[src/rtl/alu_seq_if.sv]
// Operand/result handshake bundle for alu_seq: one valid/ready pair carries operations in,
// a second valid/ready pair carries the registered result and status out.
interface alu_seq_if #(
  parameter int DataWidth     = 8,
  parameter int NumOpCodeBits = 5,
  parameter int ParamBits     = 8,
  parameter int NumStatusBits = 3
);
  logic                     in_valid;
  logic                     in_ready;
  logic [NumOpCodeBits-1:0] opcode;
  logic [DataWidth-1:0]     operand1;
  logic [DataWidth-1:0]     operand2;
  logic [ParamBits-1:0]     param;
  logic                     out_valid;
  logic                     out_ready;
  logic [DataWidth-1:0]     result;
  logic [NumStatusBits-1:0] status;

  // Producer/consumer side of the ALU.
  modport master (
    output in_valid, opcode, operand1, operand2, param, out_ready,
    input  in_ready, out_valid, result, status
  );

  // The ALU itself.
  modport slave (
    input  in_valid, opcode, operand1, operand2, param, out_ready,
    output in_ready, out_valid, result, status
  );
endinterface

[src/rtl/alu_seq.sv]
// Sequential ALU: single-cycle logic/arithmetic ops, bit-serial shifts and a shift-add multiply,
// with the result and status registered behind an IDLE/EXEC/DONE state machine.
module alu_seq #(
  parameter int DataWidth     = 8,
  parameter int NumOpCodeBits = 5,
  parameter int ParamBits     = 8,
  parameter int NumStatusBits = 3
) (
  input  logic       clock,
  input  logic       reset_n,
  alu_seq_if.slave   bus,
  output logic [1:0] dbg_state
);
  localparam int CW = $clog2(DataWidth + 1);

  localparam logic [NumOpCodeBits-1:0] OP_ADD = NumOpCodeBits'(1);
  localparam logic [NumOpCodeBits-1:0] OP_SUB = NumOpCodeBits'(2);
  localparam logic [NumOpCodeBits-1:0] OP_AND = NumOpCodeBits'(3);
  localparam logic [NumOpCodeBits-1:0] OP_OR  = NumOpCodeBits'(4);
  localparam logic [NumOpCodeBits-1:0] OP_NOT = NumOpCodeBits'(5);
  localparam logic [NumOpCodeBits-1:0] OP_XOR = NumOpCodeBits'(6);
  localparam logic [NumOpCodeBits-1:0] OP_SHL = NumOpCodeBits'(7);
  localparam logic [NumOpCodeBits-1:0] OP_SHR = NumOpCodeBits'(8);
  localparam logic [NumOpCodeBits-1:0] OP_MUL = NumOpCodeBits'(10);

  typedef enum logic [1:0] {IDLE = 2'd0, EXEC = 2'd1, DONE = 2'd2} state_t;
  typedef enum logic [1:0] {K_SHL = 2'd0, K_SHR = 2'd1, K_MUL = 2'd2} kind_t;

  state_t                   state;
  kind_t                    kind;
  logic                     alive;
  logic [DataWidth-1:0]     lo;
  logic [DataWidth-1:0]     hi;
  logic [DataWidth-1:0]     mcand;
  logic [CW-1:0]            steps;
  logic [DataWidth-1:0]     result_q;
  logic [NumStatusBits-1:0] status_q;
  logic                     out_valid_q;

  logic                     in_ready_c;
  logic                     accept;
  logic [CW-1:0]            shift_cnt;
  logic [DataWidth-1:0]     sc_result;
  logic                     sc_carry;
  logic                     sc_under;
  logic                     sc_valid;
  logic [NumStatusBits-1:0] sc_status;
  logic                     go_exec;
  kind_t                    go_kind;
  logic [CW-1:0]            go_steps;
  logic [DataWidth:0]       step_sum;
  logic [DataWidth-1:0]     nxt_lo;
  logic [DataWidth-1:0]     nxt_hi;
  logic                     nxt_carry;
  logic [NumStatusBits-1:0] ex_status;

  // Handshake: a transfer happens on any cycle with in_valid & in_ready (operands captured then),
  // and a result is consumed on any cycle with out_valid & out_ready. in_ready follows out_ready
  // in DONE so a result can be consumed and the next operation accepted in the same cycle.
  assign in_ready_c    = alive && ((state == IDLE) || ((state == DONE) && bus.out_ready));
  assign accept        = bus.in_valid && in_ready_c;
  assign bus.in_ready  = in_ready_c;
  assign bus.out_valid = out_valid_q;
  assign bus.result    = result_q;
  assign bus.status    = status_q;
  assign dbg_state     = state;

  always_comb begin
    sc_result = '0;
    sc_carry  = 1'b0;
    sc_under  = 1'b0;
    sc_valid  = 1'b1;
    go_exec   = 1'b0;
    go_kind   = K_MUL;
    go_steps  = CW'(DataWidth);
    if (int'(bus.param) >= DataWidth) shift_cnt = CW'(DataWidth);
    else                              shift_cnt = CW'(bus.param);
    case (bus.opcode)
      OP_ADD: {sc_carry, sc_result} = {1'b0, bus.operand1} + {1'b0, bus.operand2};
      OP_SUB: begin
        sc_result = bus.operand1 - bus.operand2;
        sc_under  = bus.operand2 > bus.operand1;
      end
      OP_AND: sc_result = bus.operand1 & bus.operand2;
      OP_OR:  sc_result = bus.operand1 | bus.operand2;
      OP_NOT: sc_result = ~bus.operand2;
      OP_XOR: sc_result = bus.operand1 ^ bus.operand2;
      OP_SHL, OP_SHR: begin
        // A zero count completes immediately with the operand unchanged.
        if (shift_cnt == '0) begin
          sc_result = bus.operand1;
        end else begin
          go_exec  = 1'b1;
          go_kind  = (bus.opcode == OP_SHL) ? K_SHL : K_SHR;
          go_steps = shift_cnt;
        end
      end
      OP_MUL: go_exec = 1'b1;
      default: sc_valid = 1'b0;
    endcase
    sc_status = NumStatusBits'({sc_valid && (sc_result == '0), sc_under, sc_carry});
  end

  // One iteration: a 1-bit shift, or one shift-add multiply step on {hi, lo} with lo holding
  // the remaining multiplier bits.
  always_comb begin
    step_sum  = {1'b0, hi} + {1'b0, mcand & {DataWidth{lo[0]}}};
    nxt_lo    = lo;
    nxt_hi    = hi;
    nxt_carry = 1'b0;
    case (kind)
      K_SHL: begin
        nxt_lo    = lo << 1;
        nxt_carry = lo[DataWidth-1];
      end
      K_SHR: begin
        nxt_lo    = lo >> 1;
        nxt_carry = lo[0];
      end
      default: begin
        nxt_lo    = {step_sum[0], lo[DataWidth-1:1]};
        nxt_hi    = step_sum[DataWidth:1];
        nxt_carry = |step_sum[DataWidth:1];
      end
    endcase
    ex_status = NumStatusBits'({nxt_lo == '0, 1'b0, nxt_carry});
  end

  always_ff @(posedge clock or negedge reset_n) begin
    if (!reset_n) begin
      state       <= IDLE;
      kind        <= K_MUL;
      alive       <= 1'b0;
      lo          <= '0;
      hi          <= '0;
      mcand       <= '0;
      steps       <= '0;
      result_q    <= '0;
      status_q    <= '0;
      out_valid_q <= 1'b0;
    end else begin
      alive <= 1'b1;
      case (state)
        IDLE, DONE: begin
          if (accept) begin
            if (go_exec) begin
              lo          <= bus.operand1;
              hi          <= '0;
              mcand       <= bus.operand2;
              kind        <= go_kind;
              steps       <= go_steps;
              out_valid_q <= 1'b0;
              state       <= EXEC;
            end else begin
              result_q    <= sc_result;
              status_q    <= sc_status;
              out_valid_q <= 1'b1;
              state       <= DONE;
            end
          end else if ((state == DONE) && bus.out_ready) begin
            out_valid_q <= 1'b0;
            state       <= IDLE;
          end
        end
        EXEC: begin
          lo    <= nxt_lo;
          hi    <= nxt_hi;
          steps <= steps - 1'b1;
          if (steps == CW'(1)) begin
            result_q    <= nxt_lo;
            status_q    <= ex_status;
            out_valid_q <= 1'b1;
            state       <= DONE;
          end
        end
        default: begin
          out_valid_q <= 1'b0;
          state       <= IDLE;
        end
      endcase
    end
  end
endmodule

[src/flat_wrapper.sv]
// flat-port wrapper written by rule: the top's interface ports become plain ports
module alu_seq_flat 
#(
  parameter int DataWidth     = 8,
  parameter int NumOpCodeBits = 5,
  parameter int ParamBits     = 8,
  parameter int NumStatusBits = 3
)
  (clock, reset_n, dbg_state, bus_in_valid, bus_opcode, bus_operand1, bus_operand2, bus_param, bus_out_ready, bus_in_ready, bus_out_valid, bus_result, bus_status);
  alu_seq_if #(.DataWidth(DataWidth), .NumOpCodeBits(NumOpCodeBits), .ParamBits(ParamBits), .NumStatusBits(NumStatusBits)) bus_i ();
  input  logic clock;
  input  logic reset_n;
  output logic [1:0] dbg_state;
  input wire logic [$bits(bus_i.in_valid)-1:0] bus_in_valid;
  input wire logic [$bits(bus_i.opcode)-1:0] bus_opcode;
  input wire logic [$bits(bus_i.operand1)-1:0] bus_operand1;
  input wire logic [$bits(bus_i.operand2)-1:0] bus_operand2;
  input wire logic [$bits(bus_i.param)-1:0] bus_param;
  input wire logic [$bits(bus_i.out_ready)-1:0] bus_out_ready;
  output wire logic [$bits(bus_i.in_ready)-1:0] bus_in_ready;
  output wire logic [$bits(bus_i.out_valid)-1:0] bus_out_valid;
  output wire logic [$bits(bus_i.result)-1:0] bus_result;
  output wire logic [$bits(bus_i.status)-1:0] bus_status;
  assign bus_i.in_valid = bus_in_valid;
  assign bus_i.opcode = bus_opcode;
  assign bus_i.operand1 = bus_operand1;
  assign bus_i.operand2 = bus_operand2;
  assign bus_i.param = bus_param;
  assign bus_i.out_ready = bus_out_ready;
  assign bus_in_ready = bus_i.in_ready;
  assign bus_out_valid = bus_i.out_valid;
  assign bus_result = bus_i.result;
  assign bus_status = bus_i.status;
  alu_seq #(.DataWidth(DataWidth), .NumOpCodeBits(NumOpCodeBits), .ParamBits(ParamBits), .NumStatusBits(NumStatusBits)) u_core (.clock(clock), .reset_n(reset_n), .bus(bus_i), .dbg_state(dbg_state));
endmodule
[config.mk]
export PLATFORM = sky130hd
export DESIGN_NAME = alu_seq_flat
export DESIGN_NICKNAME = d
export VERILOG_FILES = /design/src/rtl/alu_seq_if.sv /design/src/rtl/alu_seq.sv /design/src/flat_wrapper.sv
export SDC_FILE = /design/constraint.sdc
export NUM_CORES = 1
export LEC_CHECK = 0
export CORE_UTILIZATION = 57
export CTS_CLUSTER_DIAMETER = 80
export CTS_CLUSTER_SIZE = 8
export DETAILED_ROUTE_END_ITERATION = 6
export PLACE_DENSITY = 0.82
export SLEW_MARGIN = 5
export SYNTH_ARGS = -nofsm -noshare
export SYNTH_HDL_FRONTEND = slang
export SYNTH_SLANG_ARGS = --single-unit
export TNS_END_PERCENT = 1
[constraint.sdc]
create_clock -name clock -period 3.6 [get_ports clock]
set_clock_uncertainty 0.15 [all_clocks]
set_input_delay 0.36 -clock clock [delete_from_list [all_inputs] [get_ports clock]]
set_output_delay 0.36 -clock clock [all_outputs]
set_load 0.005 [all_outputs]
==> results of run 1 <==
cell type report:
type                            instances  area share
Multi-Input combinational cell        340       0.558
Sequential cell                        44       0.249
Timing Repair Buffer                   59       0.125
Inverter                               30      0.0254
Tap cell                               77      0.0218
Clock buffer                            6      0.0186
Clock inverter                          2     0.00226
metal layers:
metal | wire length [um] | global-route usage
met1 | 4500 | 0.417
met2 | 4890 | 0.516
met3 | 604 | 0.0376
met4 | 265 | 0.0878
met5 | 0 | 0
cell usage in the layout, fill, tap and decap left out, types with 7 or more instances in the layout:
cell	count
sky130_fd_sc_hd__clkdlybuf4s50_1	46
sky130_fd_sc_hd__nand2_1	43
sky130_fd_sc_hd__dfrtp_1	43
sky130_fd_sc_hd__nor2_1	37
sky130_fd_sc_hd__ha_1	34
sky130_fd_sc_hd__inv_1	30
sky130_fd_sc_hd__a21oi_1	22
sky130_fd_sc_hd__o21ai_0	21
sky130_fd_sc_hd__o22ai_1	13
sky130_fd_sc_hd__buf_4	12
sky130_fd_sc_hd__mux2i_1	10
sky130_fd_sc_hd__and2_1	9
sky130_fd_sc_hd__nor3_1	9
sky130_fd_sc_hd__nor2b_1	8
sky130_fd_sc_hd__mux2_2	8
sky130_fd_sc_hd__o211ai_1	7
sky130_fd_sc_hd__a221o_1	7
worst max-delay path: cells and delay by family:
family	cells	cell delay (ns)
adder cells (fa/ha/maj)	2	0.66
AND/OR/NAND/NOR	1	0.46
AO/OA/AOI/OAI	6	1.32
buffers and inverters	2	0.62
registers in the layout, indices dropped and copies added (netlist names):
| signal | flops |
|---|---|
| u_core.bus.result | 8 |
| u_core.hi | 8 |
| u_core.lo | 8 |
| u_core.mcand | 8 |
| u_core.steps | 4 |
| u_core.bus.status | 3 |
| u_core.kind | 2 |
| u_core.alive | 1 |
| u_core.bus.out_valid | 1 |
| u_core.dbg_state | 1 |
worst paths after layout:
path,from,to,slack [ns],cells after the start
min in group clock,u_core.bus.result[2],u_core.bus.result[2],0.34,1
max in group asynchronous,reset_n,u_core.bus.result[2],2.62,1
worst min-delay path,reset_n,u_core.mcand[5],0.06,1
worst max register to register,u_core.lo[0],u_core.bus.status[0],0.55,10
worst min register to register,u_core.bus.result[2],u_core.bus.result[2],0.34,1
worst max-delay path,bus_operand1[0],u_core.bus.status[2],0.26,11
where the power goes:
part	internal (uW)	leakage, uW	total, uW	switching (uW)
combinational	458	0.00138	958	500
sequential	660	0.000556	817	158
clock	153	0.0000510	320	167
total	1270	0.00199	2100	825
kinds of logic (layout without fill, tap and decap cells):
kind of cell / count (synthesis) / count (layout) / share of synthesized area
simple gates: 150 / 150 / 0.210
compound gates: 127 / 127 / 0.241
buf+inv: 50 / 97 / 0.0658
flops: 44 / 44 / 0.289
fa+ha+maj: 37 / 37 / 0.127
mux: 18 / 18 / 0.0498
xor+xnor: 7 / 7 / 0.0161
other cells: 1 / 1 / 0.000982
stage by stage:
| stage | setup WS (ns) | instance area [um2] | hold slack (ns) | total power [uW] | cells |
|---|---|---|---|---|---|
| floorplan | 0.854 | 3820 | -0.0856 | 1460 | 434 |
| global route | 0.131 | 4430 | 0.133 | 2250 | 558 |
| CTS | 0.322 | 4430 | 0.101 | 2090 | 558 |
| finish | 0.259 | 4430 | 0.0608 | 2100 | 558 |
| global placement | 0.154 | 4340 | 0.312 | 1720 | 550 |
| detailed placement | 0.0206 | 4340 | 0.325 | 1760 | 550 |
==> flow_summary.html, run 1 <==
<table>
<tr><th>Metric</th><th>Value</th></tr>
<tr><th colspan="2">Synth</th></tr>
<tr><td>Sequential-to-total area share from yosys stat</td><td>0.289</td></tr>
<tr><td>Leading cell types by total area after synthesis</td><td>sky130_fd_sc_hd__dfrtp_1 28%, sky130_fd_sc_hd__ha_1 11%, sky130_fd_sc_hd__nand2_1 4.2%</td></tr>
<tr><td>Leading cell types by count after synthesis</td><td>43 x sky130_fd_sc_hd__dfrtp_1, 43 x sky130_fd_sc_hd__nand2_1, 38 x sky130_fd_sc_hd__nor2_1</td></tr>
<tr><td>Synth warn</td><td>0</td></tr>
<tr><td>Dominant cell type by area after synthesis</td><td>sky130_fd_sc_hd__dfrtp_1</td></tr>
<tr><td>Synth Instances</td><td>434</td></tr>
<tr><td>Dominant synthesized flop cell</td><td>sky130_fd_sc_hd__dfrtp_1</td></tr>
<tr><td>Number of library cell types mapped by synthesis</td><td>72</td></tr>
<tr><td>Syn Area/Cell</td><td>between 8 and 9 um2</td></tr>
<tr><td>Post-synthesis instance area</td><td>about 3800 um2</td></tr>
<tr><td>Number of enable-type register cells in the synthesized netlist</td><td>0</td></tr>
<tr><td>Register bit count reported by yosys</td><td>44</td></tr>
<tr><td>Syn Nets</td><td>504</td></tr>
<tr><td>Yosys top cell area share</td><td>0.282</td></tr>
<tr><td>Async SR Flop Fraction</td><td>1.00</td></tr>
<tr><th colspan="2">Routing</th></tr>
<tr><td>Antenna viol nets, final</td><td>0</td></tr>
<tr><td>DR WL/cell</td><td>18.4 um</td></tr>
<tr><td>DRC violation count after routing</td><td>6</td></tr>
<tr><td>Number of design-rule violations left by the first detailed-router iteration</td><td>319</td></tr>
<tr><td>Total Routed Length</td><td>about 10 mm</td></tr>
<tr><td>Number of search-and-repair iterations in the first detailed-routing pass</td><td>7</td></tr>
<tr><td>Vias</td><td>3581</td></tr>
<tr><td>Avg Vias per Cell</td><td>about 6.4</td></tr>
<tr><th colspan="2">Cells and area</th></tr>
<tr><td>Fraction of final layout cells with drive strength greater than 1</td><td>0.0894</td></tr>
<tr><td>Diodes inserted</td><td>0</td></tr>
<tr><td>Synth-to-Final Area Change</td><td>15.9%</td></tr>
<tr><td>Utilization after layout</td><td>0.689</td></tr>
<tr><td>Sequential cell area</td><td>1100 um2</td></tr>
<tr><td>Number of filler cells placed in the layout</td><td>482</td></tr>
<tr><td>Number of nets in the final layout</td><td>550</td></tr>
<tr><td>Area of the multi-input gates</td><td>2470 um2</td></tr>
<tr><th colspan="2">Timing</th></tr>
<tr><td>Transition at the pin with the smallest max-transition slack</td><td>0.981 ns</td></tr>
<tr><td>Share of the cycle needed by the critical path after routing</td><td>0.928</td></tr>
<tr><td>Setup TNS after final layout</td><td>0 ns</td></tr>
<tr><td>Maximum operating frequency</td><td>299 MHz</td></tr>
<tr><td>Min cycle time layout</td><td>between 3 and 4 ns</td></tr>
<tr><td>Number of pins exceeding their max-slew limit in the final report</td><td>0</td></tr>
<tr><td>Hold violation total from the final report</td><td>0</td></tr>
<tr><td>Worst slew slack as a fraction of its limit</td><td>0.346</td></tr>
<tr><td>Total of endpoints with negative setup slack in the final report</td><td>0</td></tr>
<tr><td>Unrepaired setup endpoints after global routing</td><td>false</td></tr>
<tr><th colspan="2">Clocking</th></tr>
<tr><td>Setup fix buffers added after clock tree synthesis</td><td>0</td></tr>
<tr><td>CTS Root Buffer Type</td><td>sky130_fd_sc_hd__clkbuf_8</td></tr>
<tr><td>Later-pin clock latency in the skew report</td><td>0.30 ns</td></tr>
<tr><td>Max clock buf depth</td><td>2</td></tr>
<tr><td>Number of H-tree levels</td><td>2</td></tr>
<tr><td>TritonCTS clock tree</td><td>yes</td></tr>
<tr><td>Worst-path clk slew</td><td>0.08 ns</td></tr>
<tr><td>Post-cts gate resize count</td><td>0</td></tr>
<tr><td>Post-CTS Hold Buffers</td><td>0</td></tr>
<tr><td>Inserted Clock Buffers</td><td>5</td></tr>
<tr><td>TritonCTS sink count</td><td>between 40 and 50</td></tr>
<tr><th colspan="2">Critical path</th></tr>
<tr><td>Worst setup EP type</td><td>register</td></tr>
<tr><td>CP max stage delay</td><td>0.54 ns</td></tr>
<tr><td>Required time worst endpoint</td><td>3.68 ns</td></tr>
<tr><td>Cells along the critical path</td><td>clkdlybuf4s50_1 &gt; inv_1 &gt; ha_1 &gt; fa_1 &gt; o21bai_1 &gt; a21oi_1 &gt; a221oi_1 &gt; o2111ai_1 &gt; a2111o_1 &gt; or4_1 &gt; o21ai_1</td></tr>
<tr><td>CP Launch Type</td><td>input pin</td></tr>
<tr><td>Setup Crit Path Kind</td><td>input pin to register</td></tr>
<tr><td>CP max FO</td><td>4</td></tr>
<tr><td>Critical-path cell with the highest stage delay</td><td>sky130_fd_sc_hd__clkdlybuf4s50_1</td></tr>
<tr><td>Worst endpoint data arrival time</td><td>3.42 ns</td></tr>
<tr><th colspan="2">Worst hold path</th></tr>
<tr><td>Classification of the worst-slack hold path</td><td>input pin to asynchronous set/reset pin</td></tr>
<tr><th colspan="2">Global route</th></tr>
<tr><td>Number of global-route vias before repair</td><td>3554</td></tr>
<tr><td>Final global-route overflow total</td><td>0</td></tr>
<tr><td>First-pass GRT wire length</td><td>17.1 mm</td></tr>
<tr><td>Overall Global Routing Usage</td><td>0.307</td></tr>
<tr><td>Maximum number of pins on one net before global-route repair</td><td>45</td></tr>
<tr><td>Number of antenna violations at the first check in global routing</td><td>0</td></tr>
<tr><th colspan="2">Floorplan</th></tr>
<tr><td>Number of placed I/O pins</td><td>48</td></tr>
<tr><td>Placement row count</td><td>29</td></tr>
<tr><td>Die outline width</td><td>83.9 um</td></tr>
<tr><td>Overall die area</td><td>between 7000 and 8000 um2</td></tr>
<tr><td>Starting density of the core</td><td>0.595</td></tr>
<tr><td>Placeable core region</td><td>6420 um2</td></tr>
<tr><td>Floorplan die height</td><td>83.9 um</td></tr>
<tr><th colspan="2">Pwr</th></tr>
<tr><td>LEAKAGE</td><td>slightly below 0.002 uW</td></tr>
<tr><td>Maximum resistive drop on vdd</td><td>0.000390 V</td></tr>
<tr><td>P per Cell Area</td><td>473 nW/um2</td></tr>
<tr><th colspan="2">Place</th></tr>
<tr><td>GP Congestion</td><td>0.977</td></tr>
<tr><td>Half-perimeter wire length of the detailed placement result</td><td>7.80 mm</td></tr>
<tr><td>Quantity of I/O buffers inserted on ports</td><td>47</td></tr>
<tr><th colspan="2">Run status</th></tr>
<tr><td>Violations in the final reports</td><td>DRC</td></tr>
<tr><td>Result of the run</td><td>complete, but fails checks</td></tr>
<tr><th colspan="2">Flow run</th></tr>
<tr><td>Max capacitance violation total</td><td>0</td></tr>
</table>
Note: power is estimated with default switching activity, not from simulation.
==> inputs of run 2 (changes only) <==
- PLACE_DENSITY: 0.82 -> 0.88
==> run 2 against run 1 <==
Effect of this change:
- the run still ends with DRC left
- worst hold slack better by 0.0083 ns
- sequential share of layout area fell by 0.30 points
- wire length is 7.8% higher
- largest power group unchanged
- total power increased by 6.3%
- global-route usage increased by 1.8 points
==> flow_summary.html, run 2 (synthesis results as in run 1) <==
<table>
<tr><th>Metric</th><th>Value</th></tr>
<tr><th colspan="2">Routing</th></tr>
<tr><td>Antenna viol nets, final</td><td>0 (unchanged)</td></tr>
<tr><td>DRT met1 WL</td><td>4.46 mm (-0.73%)</td></tr>
<tr><td>Max layer used</td><td>met4</td></tr>
<tr><td>Vias</td><td>3663 (+2.3%)</td></tr>
<tr><td>DR WL/cell</td><td>19.8 um (+7.6%)</td></tr>
<tr><td>Met3 wirelength from detailed routing</td><td>749 um (+24%)</td></tr>
<tr><td>DRC violation count after routing</td><td>4 (-2)</td></tr>
<tr><td>Number of search-and-repair iterations in the first detailed-routing pass</td><td>7 (unchanged)</td></tr>
<tr><td>Total length of routed met2 wires</td><td>5.54 mm (+13%)</td></tr>
<tr><td>Total Routed Length</td><td>11.1 mm (+7.8%)</td></tr>
<tr><td>Avg Vias per Cell</td><td>6.55 (+2.1%)</td></tr>
<tr><td>Number of design-rule violations left by the first detailed-router iteration</td><td>436 (+37%)</td></tr>
<tr><th colspan="2">Timing</th></tr>
<tr><td>Min cycle time layout</td><td>3.23 ns (-0.114 ns)</td></tr>
<tr><td>Transition at the pin with the smallest max-transition slack</td><td>0.978 ns (-0.00305 ns)</td></tr>
<tr><td>Number of pins exceeding their max-slew limit in the final report</td><td>0 (unchanged)</td></tr>
<tr><td>Share of the cycle needed by the critical path after routing</td><td>0.896 (-0.0318)</td></tr>
<tr><td>Unrepaired setup endpoints after global routing</td><td>false</td></tr>
<tr><td>Worst slew slack as a fraction of its limit</td><td>0.348 (+0.00203)</td></tr>
<tr><td>Total of endpoints with negative setup slack in the final report</td><td>0 (unchanged)</td></tr>
<tr><td>Maximum operating frequency</td><td>310 MHz (+3.5%)</td></tr>
<tr><td>Final WS setup</td><td>0.373 ns (+0.114 ns)</td></tr>
<tr><td>Setup TNS after final layout</td><td>0 ns (unchanged)</td></tr>
<tr><td>Hold violation total from the final report</td><td>0 (unchanged)</td></tr>
<tr><th colspan="2">Critical path</th></tr>
<tr><td>Worst endpoint data arrival time</td><td>3.30 ns (-0.12 ns)</td></tr>
<tr><td>CP max FO</td><td>4 (unchanged)</td></tr>
<tr><td>Setup Crit Path Kind</td><td>input pin to register</td></tr>
<tr><td>Worst setup EP type</td><td>register</td></tr>
<tr><td>CP Launch Type</td><td>input pin</td></tr>
<tr><td>Required time worst endpoint</td><td>3.68 ns (about the same)</td></tr>
<tr><th colspan="2">Pwr</th></tr>
<tr><td>Maximum resistive drop on vdd</td><td>0.000373 V (-4.4%)</td></tr>
<tr><td>P per Cell Area</td><td>497 nW/um2 (+5.0%)</td></tr>
<tr><td>LEAKAGE</td><td>0.00201 uW (+1.0%)</td></tr>
<tr><td>Total power of the final layout</td><td>2230 uW (+6.3%)</td></tr>
<tr><th colspan="2">Place</th></tr>
<tr><td>Half-perimeter wire length of the detailed placement result</td><td>8.34 mm (+7.0%)</td></tr>
<tr><td>Worst Setup Slack post-DPL</td><td>0.0910 ns (+0.0705 ns)</td></tr>
<tr><td>GP Congestion</td><td>0.956 (-2.2%)</td></tr>
<tr><td>Quantity of I/O buffers inserted on ports</td><td>47 (unchanged)</td></tr>
<tr><th colspan="2">Clocking</th></tr>
<tr><td>TritonCTS sink count</td><td>44 (unchanged)</td></tr>
<tr><td>CTS Root Buffer Type</td><td>sky130_fd_sc_hd__clkbuf_8</td></tr>
<tr><td>Worst-path clk slew</td><td>0.09 ns (about the same)</td></tr>
<tr><td>Post-cts gate resize count</td><td>0 (unchanged)</td></tr>
<tr><td>Max clock buf depth</td><td>2 (unchanged)</td></tr>
<tr><td>Setup fix buffers added after clock tree synthesis</td><td>0 (unchanged)</td></tr>
<tr><td>Later-pin clock latency in the skew report</td><td>0.30 ns (about the same)</td></tr>
<tr><td>TritonCTS clock tree</td><td>yes</td></tr>
<tr><td>Number of H-tree levels</td><td>2 (unchanged)</td></tr>
<tr><td>Post-CTS Hold Buffers</td><td>0 (unchanged)</td></tr>
<tr><td>Inserted Clock Buffers</td><td>5 (unchanged)</td></tr>
<tr><th colspan="2">Cells and area</th></tr>
<tr><td>Synth-to-Final Area Change</td><td>17.3%</td></tr>
<tr><td>Highest-count cells in the layout ignoring fill and taps</td><td>46 x sky130_fd_sc_hd__clkdlybuf4s50_1, 43 x sky130_fd_sc_hd__nand2_1, 43 x sky130_fd_sc_hd__dfrtp_1, 37 x sky130_fd_sc_hd__nor2_1, 34 x sky130_fd_sc_hd__ha_1</td></tr>
<tr><td>Diodes inserted</td><td>0 (unchanged)</td></tr>
<tr><td>Area of the multi-input gates</td><td>2470 um2 (unchanged)</td></tr>
<tr><td>Sequential cell area</td><td>1100 um2 (unchanged)</td></tr>
<tr><td>Number of filler cells placed in the layout</td><td>517 (+7.3%)</td></tr>
<tr><td>Commonest non-fill, non-tap cell in the layout</td><td>sky130_fd_sc_hd__clkdlybuf4s50_1</td></tr>
<tr><td>Fraction of final layout cells with drive strength greater than 1</td><td>0.0913 (+0.00189)</td></tr>
<tr><td>Number of nets in the final layout</td><td>551 (+0.18%)</td></tr>
<tr><th colspan="2">Floorplan</th></tr>
<tr><td>Overall die area</td><td>7030 um2 (unchanged)</td></tr>
<tr><td>Placeable core region</td><td>6420 um2 (unchanged)</td></tr>
<tr><td>Starting density of the core</td><td>0.595 (unchanged)</td></tr>
<tr><td>Placement row count</td><td>29 (unchanged)</td></tr>
<tr><td>Die outline width</td><td>83.9 um (unchanged)</td></tr>
<tr><td>Number of placed I/O pins</td><td>48 (unchanged)</td></tr>
<tr><td>Floorplan die height</td><td>83.9 um (unchanged)</td></tr>
<tr><th colspan="2">Flow run</th></tr>
<tr><td>Max capacitance violation total</td><td>0 (unchanged)</td></tr>
<tr><th colspan="2">Run status</th></tr>
<tr><td>Violations in the final reports</td><td>DRC</td></tr>
<tr><td>Result of the run</td><td>complete, but fails checks</td></tr>
<tr><th colspan="2">Worst hold path</th></tr>
<tr><td>Classification of the worst-slack hold path</td><td>input pin to asynchronous set/reset pin</td></tr>
<tr><th colspan="2">Global route</th></tr>
<tr><td>Final global-route overflow total</td><td>0 (unchanged)</td></tr>
<tr><td>Overall Global Routing Usage</td><td>0.325 (+0.0176)</td></tr>
<tr><td>Maximum number of pins on one net before global-route repair</td><td>45 (unchanged)</td></tr>
<tr><td>First-pass GRT wire length</td><td>18.1 mm (+5.9%)</td></tr>
<tr><td>Number of antenna violations at the first check in global routing</td><td>0 (unchanged)</td></tr>
<tr><td>Number of global-route vias before repair</td><td>3636 (+2.3%)</td></tr>
</table>
==> run 2: cell types whose count changed in the layout (fill, tap and decap cells not counted), sizes merged <==
cell    previous run  this run
clkbuf             6         7
clkinv             2         0
bufinv             0         1
buf               13        14
==> run 2: cell type report <==
cell class	count	share of cell area
Inverter	30	0.0251
Multi-Input combinational cell	340	0.551
Timing Repair Buffer	60	0.128
Clock buffer	7	0.0215
Tap cell	77	0.0215
Clock inverter	1	0.00670
Sequential cell	44	0.246
==> run 2: power breakdown <==
group | internal, uW | switching, uW
registers | 660 | 170
logic | 463 | 524
clock network | 245 | 168
total | 1370 | 861
==> run 2: worst paths after layout <==
kind / slack (ns) / from / depth (start not counted) / end
worst max-delay path: 0.37 / bus_operand1[0] / 11 / u_core.bus.status[2]
worst min register to register: 0.34 / u_core.bus.result[4] / 2 / u_core.bus.result[4]
max in group asynchronous: 2.63 / reset_n / 1 / u_core.kind[0]
worst min-delay path: 0.07 / reset_n / 1 / u_core.lo[7]
worst max register to register: 0.47 / u_core.lo[0] / 10 / u_core.bus.status[0]
min in group clock: 0.34 / u_core.bus.result[4] / 2 / u_core.bus.result[4]
==> run 2: per-stage QoR <==
step / hold WS, ns / util / instance area [um2] / cells
3_5_place_dp: 0.326 / 0.678 / 4360 / 551
5_1_grt: 0.143 / 0.698 / 4480 / 559
4_1_cts: 0.0950 / 0.698 / 4480 / 559
3_3_place_gp: 0.315 / 0.678 / 4360 / 551
6_report: 0.0691 / 0.698 / 4480 / 559
2_1_floorplan: -0.0856 / - / 3820 / 434
==> run 2: layer usage <==
metal,vias up,track usage
met5,-,0
met4,0,0.118
met3,39,0.0435
met2,175,0.561
met1,1761,0.415
li1,1688,-
==> run 2: worst max-delay path, stage by stage <==
cell and delay [ns]:
sky130_fd_sc_hd__clkdlybuf4s50_1 0.52, sky130_fd_sc_hd__inv_1 0.09, sky130_fd_sc_hd__ha_1 0.22, sky130_fd_sc_hd__fa_1 0.43, sky130_fd_sc_hd__o21bai_1 0.20, sky130_fd_sc_hd__a21oi_1 0.11
sky130_fd_sc_hd__a221oi_1 0.25, sky130_fd_sc_hd__o2111ai_1 0.16, sky130_fd_sc_hd__a2111o_1 0.36, sky130_fd_sc_hd__or4_1 0.47, sky130_fd_sc_hd__o21ai_1 0.13
